`src/rtl/riscv_pkg.sv`:
```
// Shared RISC-V M-extension definitions for the issue controller.
//   m_func_t         : {idata[30], idata[25], funct3}; idata[25]=1 for every M op
//   m_issue_state_t  : issue controller FSM states
//   OPC_OP/F7_MULDIV : opcode/funct7 that identify an M-extension R-type op
package riscv_pkg;

  localparam logic [6:0] OPC_OP    = 7'b0110011;
  localparam logic [6:0] F7_MULDIV = 7'b0000001;

  typedef enum logic [4:0] {
    MUL    = 5'b01000,
    MULH   = 5'b01001,
    MULHSU = 5'b01010,
    MULHU  = 5'b01011,
    DIV    = 5'b01100,
    DIVU   = 5'b01101,
    REM    = 5'b01110,
    REMU   = 5'b01111
  } m_func_t;

  typedef enum logic [2:0] {
    S_IDLE,
    S_ISSUE,
    S_WAIT,
    S_WB,
    S_DRAIN
  } m_issue_state_t;

endpackage

```
`src/rtl/m_special_case.sv`:
```
// Combinational RISC-V divide special-case resolver.
//   func           : decoded m_func
//   rs1, rs2       : operand values
//   is_special     : result is known without the multi-cycle responder
//   special_result : architecturally defined result for that case
module m_special_case
  import riscv_pkg::*;
#(
  parameter int XLEN = 32
) (
  input  m_func_t          func,
  input  logic [XLEN-1:0]  rs1,
  input  logic [XLEN-1:0]  rs2,
  output logic             is_special,
  output logic [XLEN-1:0]  special_result
);

  localparam logic [XLEN-1:0] INT_MIN = {1'b1, {(XLEN-1){1'b0}}};

  logic div_zero, ovf;
  assign div_zero = (rs2 == '0);
  // Only signed ops can overflow: most-negative / -1
  assign ovf      = (rs1 == INT_MIN) && (rs2 == '1);

  always_comb begin
    is_special     = 1'b0;
    special_result = '0;
    case (func)
      DIV: begin
        if (div_zero) begin
          is_special     = 1'b1;
          special_result = '1;
        end else if (ovf) begin
          is_special     = 1'b1;
          special_result = INT_MIN;
        end
      end
      DIVU: begin
        if (div_zero) begin
          is_special     = 1'b1;
          special_result = '1;
        end
      end
      REM: begin
        if (div_zero) begin
          is_special     = 1'b1;
          special_result = rs1;
        end else if (ovf) begin
          is_special     = 1'b1;
          special_result = '0;
        end
      end
      REMU: begin
        if (div_zero) begin
          is_special     = 1'b1;
          special_result = rs1;
        end
      end
      default: ;
    endcase
  end

endmodule

```
`src/rtl/m_issue_ctrl.sv`:
```
// M-extension issue controller: detects MUL/DIV/REM at decode, latches
// operands, hands them to a multi-cycle muldiv responder over valid/ready,
// stalls the core until the result returns and writes it back once.
// Divide-by-zero and signed overflow are resolved locally (no request).
//   clk, rst            : clock, async active-high reset
//   instr_valid, idata  : decode-stage instruction
//   rv1, rv2            : register-file read data
//   flush               : discard in-flight instruction
//   stall               : high whenever not IDLE
//   req_*               : request channel to responder
//   rsp_valid, rsp_data : single-cycle result pulse from responder
//   wb_en/addr/data     : register write-back
//   err_timeout         : sticky, responder silent for TIMEOUT WAIT cycles
module m_issue_ctrl
  import riscv_pkg::*;
#(
  parameter int XLEN    = 32,
  parameter int TIMEOUT = 64
) (
  input  logic            clk,
  input  logic            rst,
  input  logic            instr_valid,
  input  logic [31:0]     idata,
  input  logic [XLEN-1:0] rv1,
  input  logic [XLEN-1:0] rv2,
  input  logic            flush,
  output logic            stall,
  output logic            req_valid,
  input  logic            req_ready,
  output logic [4:0]      req_func,
  output logic [XLEN-1:0] req_a,
  output logic [XLEN-1:0] req_b,
  input  logic            rsp_valid,
  input  logic [XLEN-1:0] rsp_data,
  output logic            wb_en,
  output logic [4:0]      wb_addr,
  output logic [XLEN-1:0] wb_data,
  output logic            err_timeout
);

  localparam int CW = $clog2(TIMEOUT + 1);

  m_issue_state_t  state, state_nxt;
  m_func_t         dec_func, func_q;
  logic            is_mop, accept, is_special;
  logic [XLEN-1:0] special_result;
  logic [4:0]      rd_q;
  logic [CW-1:0]   tmo_cnt;

  assign dec_func = m_func_t'({idata[30], idata[25], idata[14:12]});
  assign is_mop   = instr_valid && (idata[6:0] == OPC_OP) && (idata[31:25] == F7_MULDIV);
  assign accept   = (state == S_IDLE) && is_mop && !flush;

  m_special_case #(.XLEN(XLEN)) u_special (
    .func           (dec_func),
    .rs1            (rv1),
    .rs2            (rv2),
    .is_special     (is_special),
    .special_result (special_result)
  );

  // State register
  always_ff @(posedge clk or posedge rst) begin
    if (rst) state <= S_IDLE;
    else     state <= state_nxt;
  end

  // Next-state logic
  always_comb begin
    state_nxt = state;
    case (state)
      S_IDLE:  if (accept) state_nxt = is_special ? S_WB : S_ISSUE;
      // Once the handshake happens the responder owes us a result, so a
      // flush in that same cycle must still drain it.
      S_ISSUE: begin
        if (req_ready)  state_nxt = flush ? S_DRAIN : S_WAIT;
        else if (flush) state_nxt = S_IDLE;
      end
      // A flush that coincides with the result has nothing left to drain.
      S_WAIT: begin
        if (flush)          state_nxt = rsp_valid ? S_IDLE : S_DRAIN;
        else if (rsp_valid) state_nxt = S_WB;
      end
      S_WB:    state_nxt = S_IDLE;
      S_DRAIN: if (rsp_valid) state_nxt = S_IDLE;
      default: state_nxt = S_IDLE;
    endcase
  end

  // Outputs
  always_comb begin
    stall     = (state != S_IDLE);
    req_valid = (state == S_ISSUE);
    wb_en     = (state == S_WB) && (rd_q != 5'd0) && !flush;
  end

  assign req_func = func_q;
  assign wb_addr  = rd_q;

  // Operand / destination / write-back registers
  always_ff @(posedge clk or posedge rst) begin
    if (rst) begin
      func_q  <= m_func_t'(5'd0);
      req_a   <= '0;
      req_b   <= '0;
      rd_q    <= '0;
      wb_data <= '0;
    end else begin
      if (accept) begin
        func_q <= dec_func;
        req_a  <= rv1;
        req_b  <= rv2;
        rd_q   <= idata[11:7];
        if (is_special) wb_data <= special_result;
      end
      if (state == S_WAIT && rsp_valid && !flush) wb_data <= rsp_data;
    end
  end

  // Timeout counter: counts WAIT cycles, saturates at TIMEOUT
  always_ff @(posedge clk or posedge rst) begin
    if (rst) begin
      tmo_cnt     <= '0;
      err_timeout <= 1'b0;
    end else begin
      if (state == S_ISSUE && req_ready) begin
        tmo_cnt <= '0;
      end else if (state == S_WAIT && tmo_cnt != CW'(TIMEOUT)) begin
        tmo_cnt <= tmo_cnt + CW'(1);
        if (tmo_cnt == CW'(TIMEOUT - 1)) err_timeout <= 1'b1;
      end
    end
  end

endmodule

```
`config.mk`:
```
export PLATFORM = sky130hd
export DESIGN_NAME = m_issue_ctrl
export DESIGN_NICKNAME = d
export VERILOG_FILES = /design/src/rtl/riscv_pkg.sv /design/src/rtl/m_special_case.sv /design/src/rtl/m_issue_ctrl.sv
export SDC_FILE = /design/constraint.sdc
export NUM_CORES = 1
export LEC_CHECK = 0
export CORE_UTILIZATION = 40
export CTS_CLUSTER_SIZE = 20
export DETAILED_ROUTE_END_ITERATION = 8
export PLACE_DENSITY = 0.74
export SLEW_MARGIN = 0
export SYNTH_ARGS = -nofsm -noshare
export SYNTH_HDL_FRONTEND = slang
export SYNTH_SLANG_ARGS = --single-unit
export TNS_END_PERCENT = 20
```
`constraint.sdc`:
```
create_clock -name clk -period 3.9 [get_ports clk]
set_input_delay 0.585 -clock clk [delete_from_list [all_inputs] [get_ports clk]]
set_output_delay 0.585 -clock clk [all_outputs]
set_load 0.005 [all_outputs]
```
==> results of run 1 <==
==> layout by cell type (no fill, tap or decap), types with 3 or more instances in the layout <==
cell             instances
dfrtp_1                117
nor4b_1                  5
nand3_1                  8
o21ai_1                 30
nor4bb_1                 3
clkinv_4                 6
clkdlybuf4s50_1        233
o31ai_1                  3
nand2_1                222
mux2_2                  31
nor4_1                  19
nor2_1                   7
clkinv_2                 3
or4_1                    6
clkbuf_16               17
inv_1                    5
mux2i_1                 34
nand4b_1                 3
nand4_1                 13
o21ai_0                  3
and4b_1                  4
a21oi_1                  3
and4_1                   3
clkinvlp_4               3
buf_4                    7
nor2b_1                 34
==> state kept, by name, summed over array words and instances (netlist names) <==
register and flops:
state 3, req_a 32, wb_addr 5, req_b 32, err_timeout 1, wb_data 32
tmo_cnt 7, req_func 5
==> power by group through the flow <==
stage	sequential (mW)	combinational [mW]	clock (mW)
after global routing	1.22	0.249	1.60
after global placement	1.24	0.229	0
after CTS	1.22	0.233	1.54
after floorplan	1.24	0.0489	0
final	1.22	0.232	1.52
after detailed placement	1.24	0.232	0
==> per-layer routing <==
layer | up-vias | track usage [%]
met5 | - | 0
met2 | 232 | 42.7
met3 | 54 | 5.30
met4 | 0 | 13.1
li1 | 2583 | -
met1 | 2691 | 32.9
==> stage by stage <==
stage	area [sq um]	utilization [%]
floorplan	5800	-
global placement	8290	59.1
detailed placement	8290	59.1
CTS	8880	63.2
global route	8880	63.2
finish	8880	63.2
==> worst max-delay path, stage by stage <==
cell	delay, ps
clkdlybuf4s50_1	510
nand4b_1	250
or4_1	530
or4_1	780
buf_4	340
o21ai_1	170
mux2i_1	100
==> final cells by class <==
| type | instances | share of cell area, % |
|---|---|---|
| clock buffer | 17 | 4.79 |
| clock inverter | 15 | 1.79 |
| tap | 180 | 2.54 |
| multi-input combinational | 462 | 30.5 |
| timing repair buffer | 241 | 27.1 |
| sequential | 117 | 33.0 |
| inverter | 6 | 0.282 |
==> how the worst max path moves through the flow <==
stage	from	slack, ps	end	cells past startpoint
2_1_floorplan	rst	210	err_timeout	1
3_3_place_gp	rv1[18]	610	wb_data[16]	7
3_5_place_dp	rv1[18]	520	wb_data[5]	7
4_1_cts	rv1[18]	960	wb_data[3]	7
5_1_grt	rv1[18]	840	wb_data[3]	7
6_report	rv1[18]	910	wb_data[3]	7
==> cells by family (layout without fill, tap and decap cells) <==
kind of cell	after synthesis	after routing	synth area share [%]
and+or+nand+nor	344	344	29.0
DFF	117	117	50.4
muxes	65	65	11.9
AOI/OAI and AO/OA	48	48	4.74
buffers and inverters	39	279	3.06
xor gates and xnor gates	3	3	0.453
adders and majority gates	2	2	0.431
==> impl_metrics.csv, run 1 <==
group,metric,value,unit
pwr,intPower,2.29,mW
synth,yosys.area.top_type_share,50.4,%
setup_path,cp_max_fo,17,
synth,synth_area_leaders,"dfrtp_1 (50%), nand2_1 (14%), mux2_2 (6.0%)",
sta,finalCriticalPeriod,2990,ps
clock_tree,cts_hold_buffers,0,
worst_hold_path,hp-start,"req_a[17]",
sta,period_share,76.6,%
detailed_routing,via_per_inst,5.36,
pwr,clockPowerShare,51.3,%
clock_tree,htreeDepth,4,
worst_hold_path,hold_depth,2,
synth,synth_warnings,0,
final_layout,multi_input_area,2710,sq um
global_route,grt_use_total,26.1,%
clock_tree,cts_tree,"yes",
final_layout,finalNonFillerCells,1038,
global_route,overflow,0,
clock_tree,clockRootBuffer,"clkbuf_16",
global_route,antenna_found_initial,0,
detailed_routing,vias,5560,
pwr,p_leak,4.03,nW
worst_hold_path,holdPathEnd,"req_a[17]",
sta,slew_headroom,30.1,%
detailed_routing,drt_iter0_markers,349,
synth,synth_top_flop_cell,"dfrtp_1",
flow_run,drv_cap,0,
synth,syn_inst,618,
floorplanning,dieWidth,122,um
worst_hold_path,hp-class,"reg -> reg",
global_route,grt_max_degree,85,
floorplanning,coreArea,14000,sq um
synth,ys_ff_latch,117,
detailed_routing,drc,0,
detailed_routing,dr.pass1.iters,5,
setup_path,r2r_end,"wb_data[3]",
clock_tree,clk_pin_slew,50,ps
sta,max_freq,335,MHz
clock_tree,clk_latency,410,ps
synth,synth_edf_count,0,
floorplanning,rows,43,
sta,finalHoldViolCount,0,
sta,rsz0062_at_grt,"false",
detailed_routing,wl_met1,8010,um
status,status,"complete, no violations",
final_layout,syn2layout_area_growth,53.0,%
detailed_routing,wl_per_cell,18.4,um
setup_path,crit_path_start_kind,"input pin",
pwr,netSwitchingPower,0.684,mW
detailed_routing,wl_met2,9190,um
synth,synth_most_common_cell,"nand2_1",
sta,skew,7.07,ps
synth,postSynthAreaPerCell,9.39,sq um
synth,seq_area_frac_synth,50.4,%
pwr,seq_power_share,40.9,%
global_route,grt_pass1_vias,5607,
final_layout,seq_area,2930,sq um
placement,dp_hpwl,14100,um
clock_tree,post-cts-setup-buffers,0,
synth,synth.distinct_cells,45,
final_layout,fillers,1175,
placement,io_buffer_count,233,
setup_path,critPathKind,"in -> reg",
floorplanning,die_area,15000,sq um
final_layout,nNetsFinal,981,
sta,finalSetupViolations,0,
pwr,peakVddDrop,0.232,mV
sta,drv_slew,0,
pwr,power_frac_comb,7.8,%
synth,synth_area,5800,sq um
final_layout,antennaDiodeCount,0,
floorplanning,fp.dieH,122,um
detailed_routing,routed_wl,19100,um
setup_path,reg2reg_slack,1330,ps
setup_path,worstPathArrival,3270,ps
clock_tree,cts_buffers,17,
setup_path,rr_startpoint,"state[0]",
detailed_routing,dr.max_layer_used,"met4",
global_route,grt_pass1_wl,29300,um
sta,worst_pin_slew,1050,ps
floorplanning,io_pins,244,
synth,yosysTopAreaCell,"dfrtp_1",
detailed_routing,wl_met3,1140,um
placement,dpl_worst_slack,515,ps
setup_path,ff2ff_path_depth,6,
synth,async_reset_ff_share,100,%
sta,setup_ws,912,ps
pwr,fin_total_pwr,2.97,mW
setup_path,cp-end-kind,"register",
clock_tree,cts_resized,0,
placement,placed_cells,1006,
synth,synthTopCellsByCount,"nand2_1 (222), dfrtp_1 (117), mux2i_1 (34), nor2b_1 (34), mux2_2 (31)",
final_layout,drive_gt1_share,9.67,%
pwr,p_per_area,335,nW/um^2
setup_path,crit_required,4180,ps
pwr,switching_share,23.0,%
clock_tree,cts_sinks,117,
sta,whs,461,ps
floorplanning,start_util,41.3,%
clock_tree,clockBufferDepth,2,
synth,synthesis.nets,754,
sta,setup_tns,0,ps
placement,gp_congestion,0.854,
detailed_routing,drtAntennaViolNets,0,
No activity file was read; power rests on OpenSTA's default activity.
==> run 2: changes to the inputs <==
Clock period 3.9 ns to 2.9 ns, I/O delays scaled along.
==> run 2 against run 1 <==
Routed wire length grew 0.58%. Critical path depth is the same. Power is 34% higher. Clock-buffer cell count rose by 5. Die area unchanged. Non-clock buffer count is 12 higher. Worst setup slack worse by 530 ps. Sequential cell count unchanged.
==> impl_metrics.csv, run 2 (synthesis results as in run 1) <==
group,metric,value,unit
detailed_routing,via_per_inst,5.30,
floorplanning,dieWidth,122,um
setup_path,cp_slowest_cell,"or4_1",
setup_path,worstPathArrival,2800,ps
placement,dp_hpwl,14200,um
setup_path,cp-end-kind,"register",
final_layout,antennaDiodeCount,0,
clock_tree,clk_pin_slew,50,ps
detailed_routing,drt_iter0_markers,413,
setup_path,crit_buf_inv,2,
final_layout,final_common_cell,"clkdlybuf4s50_1",
clock_tree,clk_latency,410,ps
global_route,grt_max_degree,118,
final_layout,finalNonFillerCells,1050,
sta,max_freq,397,MHz
pwr,intPower,3.12,mW
detailed_routing,vias,5567,
detailed_routing,wl_per_cell,18.3,um
clock_tree,cts_tree,"yes",
final_layout,multi_input_area,2710,sq um
placement,placed_cells,1018,
sta,finalHoldViolCount,0,
pwr,seq_power_share,41.2,%
setup_path,path_common_cell,"or4_1",
pwr,switching_share,21.5,%
setup_path,critPathKind,"in -> reg",
setup_path,path_cells,"clkdlybuf4s50_1 > nand4b_1 > or4_1 > or4_1 > buf_4 > o21ai_1 > mux2i_1",
placement,dpl_worst_slack,6.61,ps
floorplanning,coreArea,14000,sq um
pwr,p_per_area,442,nW/um^2
floorplanning,rows,43,
final_layout,fillers,1144,
final_layout,finish.instance_area,8990,sq um
detailed_routing,drc,0,
setup_path,cp_top_family,"simple AND/OR/NAND/NOR gates",
sta,drv_slew,0,
clock_tree,post-cts-setup-buffers,0,
global_route,antenna_found_initial,0,
worst_hold_path,hp-class,"reg -> reg",
pwr,clockPowerShare,50.8,%
flow_run,drv_cap,0,
clock_tree,cts_hold_buffers,0,
sta,worst_pin_slew,795,ps
clock_tree,clockRootBuffer,"clkbuf_16",
clock_tree,htreeDepth,4,
setup_path,crit_required,3180,ps
setup_path,crit_path_start_kind,"input pin",
global_route,grt_pass1_wl,29400,um
global_route,overflow,0,
detailed_routing,drtAntennaViolNets,0,
placement,gp_congestion,0.852,
placement,io_buffer_count,233,
pwr,peakVddDrop,0.337,mV
clock_tree,clockBufferDepth,2,
floorplanning,die_area,15000,sq um
setup_path,max_stage_delay,560,ps
pwr,p_leak,4.09,nW
sta,finalSetupViolations,0,
status,status,"complete, no violations",
sta,finalCriticalPeriod,2520,ps
global_route,grt_pass1_vias,5488,
pwr,netSwitchingPower,0.855,mW
floorplanning,io_pins,244,
clock_tree,cts_buffers,17,
final_layout,syn2layout_area_growth,54.9,%
clock_tree,cts_sinks,117,
final_layout,drive_gt1_share,10.6,%
pwr,power_frac_comb,8.0,%
floorplanning,fp.dieH,122,um
sta,period_share,86.9,%
final_layout,nNetsFinal,993,
final_layout,seq_area,2930,sq um
detailed_routing,routed_wl,19200,um
sta,rsz0062_at_grt,"false",
setup_path,cp_max_fo,14,
floorplanning,start_util,41.3,%
sta,slew_headroom,47.0,%
sta,skew,7.25,ps
final_layout,top_regs,"req_a x32, req_b x32, wb_data x32",
placement,dpl_cell_area,8420,sq um
sta,setup_ws,380,ps
sta,setup_tns,0,ps
detailed_routing,dr.pass1.iters,6,
global_route,grt_use_total,26.3,%
final_layout,layout_common_cells,"clkdlybuf4s50_1 (233), nand2_1 (222), dfrtp_1 (117), nor2b_1 (34), mux2i_1 (34)",
clock_tree,cts_resized,0,
-- run 2: changes by cell type in the layout (fill, tap and decap cells not counted) --
cell | before | now
inv_4 | 1 | 0
buf_12 | 1 | 4
clkbuf_1 | 0 | 3
inv_6 | 1 | 0
clkinv_2 | 3 | 6
buf_4 | 7 | 16
clkinv_4 | 6 | 0
clkbuf_8 | 0 | 2
-- run 2: tightest hold or removal path: cells and delay by family, from the launching register on --
kind,cells,cell delay [ps]
AND/OR/NAND/NOR,2,100
flip-flops,1,340
-- run 2: area by class of cell --
type,count,area share (%)
inverter,6,0.292
multi-input combinational,462,30.2
tap,180,2.50
clock inverter,10,1.17
sequential,117,32.6
clock buffer,22,5.16
timing repair buffer,253,28.2
-- run 2: power by group through the flow --
| stage | sequential (mW) | combinational (mW) | clock [mW] |
|---|---|---|---|
| global placement | 1.66 | 0.316 | 0 |
| detailed placement | 1.66 | 0.319 | 0 |
| CTS | 1.64 | 0.321 | 2.04 |
| finish | 1.64 | 0.319 | 2.02 |
| floorplan | 1.66 | 0.0661 | 0 |
| global route | 1.63 | 0.342 | 2.12 |
-- run 2: layer usage --
| metal | global-route usage, % | wire, um | vias up | part of all wire [%] |
|---|---|---|---|---|
| li1 | - | - | 2583 | - |
| met1 | 32.9 | 8010 | 2692 | 42 |
| met2 | 43.6 | 9420 | 247 | 49 |
| met3 | 5.53 | 1190 | 45 | 6.2 |
| met4 | 11.9 | 570 | 0 | 3.0 |
| met5 | 0 | 0 | - | 0 |
-- run 2: path summary, 6_finish.rpt --
check	start	endpoint	slack [ps]	cells past startpoint
min in group asynchronous	rst	req_a[25]	560	3
max in group asynchronous	rst	req_a[14]	1890	3
worst max register to register	state[0]	wb_data[21]	540	6
worst max-delay path	rv1[18]	wb_data[18]	380	7
worst min register to register	req_b[3]	req_b[3]	460	2
worst min-delay path	req_b[3]	req_b[3]	460	2
-- run 2: metrics by stage --
step	hold WS, ps	utilization (%)	power [mW]
after global placement	451	60.0	1.98
final	463	64.0	3.97
after detailed placement	454	60.0	1.98
after floorplan	459	-	1.73
after CTS	466	64.0	4.00
after global routing	483	64.0	4.10
